### src/rtl/hc_sr04_emulator.sv
// HC-SR04 ultrasonic ranging sensor emulator: trig pulse qualification, burst delay, distance-scaled echo and holdoff.
// Optional macro HCSR04_EMU_RANGE_EN: distances beyond MAX_CM produce a TIMEOUT_US echo instead.
module hc_sr04_emulator #(
    parameter int unsigned CLKS_PER_US    = 125,
    parameter int unsigned MIN_TRIG_US    = 10,
    parameter int unsigned BURST_DELAY_US = 200,
    parameter int unsigned US_PER_CM      = 58,
    parameter int unsigned HOLDOFF_US     = 10000,
    parameter int unsigned MAX_CM         = 400,
    parameter int unsigned TIMEOUT_US     = 38000
) (
    input  logic        clk_125mhz,
    input  logic        reset,
    input  logic        trig,
    input  logic [15:0] distance_cm,
    output logic        echo,
    output logic        busy,
    output logic        trig_rejected,
    output logic        echo_done
);

    localparam logic [31:0] MIN_TRIG_CYC    = 32'(MIN_TRIG_US * CLKS_PER_US);
    localparam logic [31:0] BURST_CYC       = 32'(BURST_DELAY_US * CLKS_PER_US);
    localparam logic [31:0] ECHO_CYC_PER_CM = 32'(US_PER_CM * CLKS_PER_US);
    localparam logic [31:0] HOLDOFF_CYC     = 32'(HOLDOFF_US * CLKS_PER_US);
`ifdef HCSR04_EMU_RANGE_EN
    localparam logic [31:0] MAX_CM_W        = 32'(MAX_CM);
    localparam logic [31:0] TIMEOUT_CYC     = 32'(TIMEOUT_US * CLKS_PER_US);
`endif

    typedef enum logic [2:0] {
        IDLE,
        TRIG_HI,
        BURST,
        ECHO,
        HOLDOFF
    } state_t;

    state_t      state, state_nx;
    logic [31:0] cnt, cnt_nx;
    logic [15:0] dist_q, dist_nx;
    logic        trig_meta, trig_s;
    logic        echo_nx, busy_nx, rej_nx, done_nx;
    logic [31:0] w_cm;
    logic [31:0] echo_width;

    // Zero distance is reported as the 1 cm minimum
    always_comb begin
        w_cm = (dist_q == '0) ? 32'd1 : {16'd0, dist_q};
        echo_width = w_cm * ECHO_CYC_PER_CM;
`ifdef HCSR04_EMU_RANGE_EN
        if ({16'd0, dist_q} > MAX_CM_W) begin
            echo_width = TIMEOUT_CYC;
        end
`endif
    end

    always_comb begin
        state_nx = state;
        cnt_nx   = cnt;
        dist_nx  = dist_q;
        echo_nx  = 1'b0;
        busy_nx  = 1'b0;
        rej_nx   = 1'b0;
        done_nx  = 1'b0;
        case (state)
            IDLE: begin
                if (trig_s) begin
                    state_nx = TRIG_HI;
                    cnt_nx   = 32'd1;
                end
            end
            TRIG_HI: begin
                if (trig_s) begin
                    if (cnt != '1) begin
                        cnt_nx = cnt + 32'd1;
                    end
                end else if (cnt >= MIN_TRIG_CYC) begin
                    state_nx = BURST;
                    cnt_nx   = 32'd1;
                    dist_nx  = distance_cm;
                    busy_nx  = 1'b1;
                end else begin
                    state_nx = IDLE;
                    cnt_nx   = '0;
                    rej_nx   = 1'b1;
                end
            end
            BURST: begin
                busy_nx = 1'b1;
                if (cnt >= BURST_CYC) begin
                    state_nx = ECHO;
                    cnt_nx   = 32'd1;
                    echo_nx  = 1'b1;
                end else begin
                    cnt_nx = cnt + 32'd1;
                end
            end
            ECHO: begin
                busy_nx = 1'b1;
                echo_nx = 1'b1;
                if (cnt >= echo_width) begin
                    state_nx = HOLDOFF;
                    cnt_nx   = 32'd1;
                    echo_nx  = 1'b0;
                    done_nx  = 1'b1;
                end else begin
                    cnt_nx = cnt + 32'd1;
                end
            end
            HOLDOFF: begin
                busy_nx = 1'b1;
                if (cnt >= HOLDOFF_CYC) begin
                    state_nx = IDLE;
                    cnt_nx   = '0;
                    busy_nx  = 1'b0;
                end else begin
                    cnt_nx = cnt + 32'd1;
                end
            end
            default: begin
                state_nx = IDLE;
                cnt_nx   = '0;
            end
        endcase
    end

    always_ff @(posedge clk_125mhz) begin
        if (reset) begin
            trig_meta     <= 1'b0;
            trig_s        <= 1'b0;
            state         <= IDLE;
            cnt           <= '0;
            dist_q        <= '0;
            echo          <= 1'b0;
            busy          <= 1'b0;
            trig_rejected <= 1'b0;
            echo_done     <= 1'b0;
        end else begin
            trig_meta     <= trig;
            trig_s        <= trig_meta;
            state         <= state_nx;
            cnt           <= cnt_nx;
            dist_q        <= dist_nx;
            echo          <= echo_nx;
            busy          <= busy_nx;
            trig_rejected <= rej_nx;
            echo_done     <= done_nx;
        end
    end

endmodule

### config.mk
export PLATFORM = sky130hd
export DESIGN_NAME = hc_sr04_emulator
export DESIGN_NICKNAME = d
export VERILOG_FILES = /design/src/rtl/hc_sr04_emulator.sv
export SDC_FILE = /design/constraint.sdc
export NUM_CORES = 1
export LEC_CHECK = 0
export CAP_MARGIN = 20
export CORE_UTILIZATION = 60
export CTS_BUF_LIST = sky130_fd_sc_hd__clkbuf_2
export DETAILED_ROUTE_END_ITERATION = 7
export PLACE_DENSITY = 0.78
export SYNTH_ARGS = -nofsm -noshare
export SYNTH_HDL_FRONTEND = slang
export SYNTH_SLANG_ARGS = --single-unit
export TNS_END_PERCENT = 5
### constraint.sdc
create_clock -name clk_125mhz -period 10 [get_ports clk_125mhz]
set_clock_uncertainty 0.05 [all_clocks]
set_input_delay 1 -clock clk_125mhz [delete_from_list [all_inputs] [get_ports clk_125mhz]]
set_output_delay 1 -clock clk_125mhz [all_outputs]
set_load 0.01 [all_outputs]
==> impl_results.md <==
* Status: finished, final reports clean
* Filler Cells Inserted at 930
* CTS tree: yes
* Core ar. at 11100 µm²
* GP Congestion at 0.898
* Rows at 38
* Power Density at 50.4 nW/µm²
* Vias per cell at 5.92
* Fin cells at 965
* Cells after synthesis at 809
* # IOs at 23
* CP required at 10.41 ns
* Setup crit end: cnt[15]
* Unique masters post-synth at 66
* Placed Cells at 948
* Worst setup margin at 1.06 ns
* Drc violations at 0
* Final Hold Viols at 0
* Worst VDD drop at 0.0000605 V
* Leading cell type in the layout, fill and taps excluded: ha_1
* Most frequent cells in the layout: ha_1, inv_1, nor2_1
* Diode count at 0
* Worst reg2reg path depth at 30
* Worst EP arrival at 9.34 ns
* Crit path launch type: flip-flop
* Area leader, netlist: ha_1
* Dominant cells by area after synthesis: ha_1, dfxtp_1, fa_1
* Async set-reset flop share out of synthesis at 0%
* Number of synthesized flops with an enable pin at 0
* Unrepaired setup endpoints after global routing: false
* Number of H-tree levels at 3
* Die W at 110 µm
* Drt total wl at 15800 µm
* Post-Place Worst Slack at 1.28 ns
* Ys flop type: dfxtp_1
* Hold_buf cts at 0
* Nets at 1029
* Clk_lat worst skew at 0.57 ns
* Worst hold margin at 0.408 ns
* Most common cell on crit path: ha_1
* Yosys warning count at 0
* Max-Slew Margin vs Limit at 41.4%
* Overflow after GRT at 0
* Syn_area_per_cell at 8.61 µm²
* Worst slew pin tran at 0.867 ns
* R2R setup slack at 1.06 ns
* HP Class: reg -> reg
* Area Growth Syn to Fin at 5.61%
* Cell Area, Synth at 6960 µm²
* Synth top area share at 26.4%
* Placed inst area at 7250 µm²
* Syn Nets at 1018
* WL/cell at 16.4 µm
* Die height at 110 µm
* MaxCap Viol Count at 0
* Final Critical Period at 8.94 ns
* Initial core utilization at 62.8%
* Initial drt markers at 305
* Final Slew Violations at 0
* Kind of critical path: reg -> reg
* CP endpoint kind: flip-flop
* First-pass GRT wire length at 26100 µm
* Final HPWL from detailed placement at 12900 µm
* GRT Overall Usage at 28.5%
* Clock Sinks at 57
* Max frequency at 112 MHz
* Pre-antenna DRT Iters at 6
* Max incr delay on CP at 0.70 ns
* Final non-filler cell area at 7350 µm²
* Vias in the first global route at 5656
* CP max FO at 29
* Setup violations, final at 0
* Clock Path Buffers at 2
* Antenna violations before repair at 0
* Number of gates resized after CTS at 0
* Seq/Total Area, Yosys at 16.4%
* Fin crit share at 89.4%
* Crit. Startpoint: dist_q[7]
* Full die area at 12000 µm²
* Clock slew at reported path FFs at 0.16 ns
* Setup TNS at 0 ns
* Leakage at 3.83 nW
* Synthesis-stage register bit count at 57
* Share of post-route cells with drive strength above 1 at 3.52%
* CTS buffer count at 9
* Reg-to-reg critical path endpoint: cnt[15]
* Clock root buffer: clkbuf_2
* CP max stage cell: nor4b_1
* Post-CTS Setup Bufs at 0
* Largest net degree at the start of global routing at 35
* DR vias at 5711
* ANT nets after route at 0
* IO buf count at 22
* R2r startpoint: dist_q[7]
-- through the flow --
stage	power [mW]	util (%)
after floorplan	0.248	-
after global placement	0.257	65.5
after detailed placement	0.258	65.5
after CTS	0.375	66.1
after global routing	0.386	66.4
final	0.371	66.4
-- Yosys cell counts, types with 7 or more instances --
cell type	count
clkbuf_1	16
a31oi_1	10
nor3_1	11
a21o_1	17
nor2_1	95
and3_1	8
nand4_1	10
nand2b_1	8
dfxtp_1	57
o21ai_0	18
a21oi_1	46
and2_1	7
nor4_1	9
and4_1	7
xnor2_1	29
nand2_1	36
ha_1	147
fa_1	43
xor2_1	18
nand3_1	30
inv_1	101
-- registers in the layout, indices dropped and copies added (netlist names) --
name	cells
busy	1
cnt	32
dist_q	16
echo	1
echo_done	1
state	3
trig_meta	1
trig_rejected	1
trig_s	1
-- routing by layer --
metal	vias to the layer above	GRT usage, %	part of all wire, %
met5	-	0	0
met4	0	10.0	2.1
met3	28	5.75	4.6
met2	135	48.3	48
met1	2722	35.8	46
li1	2826	-	-
-- cell families after synthesis --
logic type	share of synthesized area, %
flip-flops	16.4
buffers and inverters	7.06
AND/OR/NAND/NOR	17.8
multiplexers	0.431
adder cells (fa/ha/maj)	38.8
XOR/XNOR	5.91
AO/OA/AOI/OAI	13.6
-- worst max-delay path: cells and delay by family, from the launching register on --
kind / cells / cell delay, ns
adder cells (fa/ha/maj): 8 / 2.86
multiplexers: 1 / 0.11
buffers and inverters: 4 / 0.32
flip-flops: 1 / 0.33
AND/OR/NAND/NOR: 8 / 2.49
AO/OA/AOI/OAI: 9 / 2.65
-- final cells by class --
type | instances | area, µm² | area share (%)
clock buffer | 9 | 45.0 | 0.613
clock inverter | 7 | 27.5 | 0.374
inverter | 101 | 379 | 5.16
multi-input combinational | 627 | 5330 | 72.5
sequential | 57 | 1140 | 15.5
tap | 140 | 175 | 2.38
timing repair buffer | 24 | 255 | 3.47
-- worst min-delay path by stage --
stage / from / end / slack [ns] / cells past startpoint
after global placement: trig_meta / trig_s / 0.37 / 1
after global routing: trig_meta / trig_s / 0.42 / 1
final: trig_meta / trig_s / 0.41 / 1
after detailed placement: trig_meta / trig_s / 0.38 / 1
after CTS: trig_meta / trig_s / 0.41 / 1
after floorplan: trig_meta / trig_s / 0.36 / 1
-- where the power goes --
part	internal, mW	switching (mW)	total, mW
Sequential	0.228	0.00192	0.230
Clock	0.0274	0.0898	0.117
Combinational	0.0106	0.0124	0.0231
Total	0.266	0.104	0.371
Note: power is estimated with default switching activity, not from simulation.
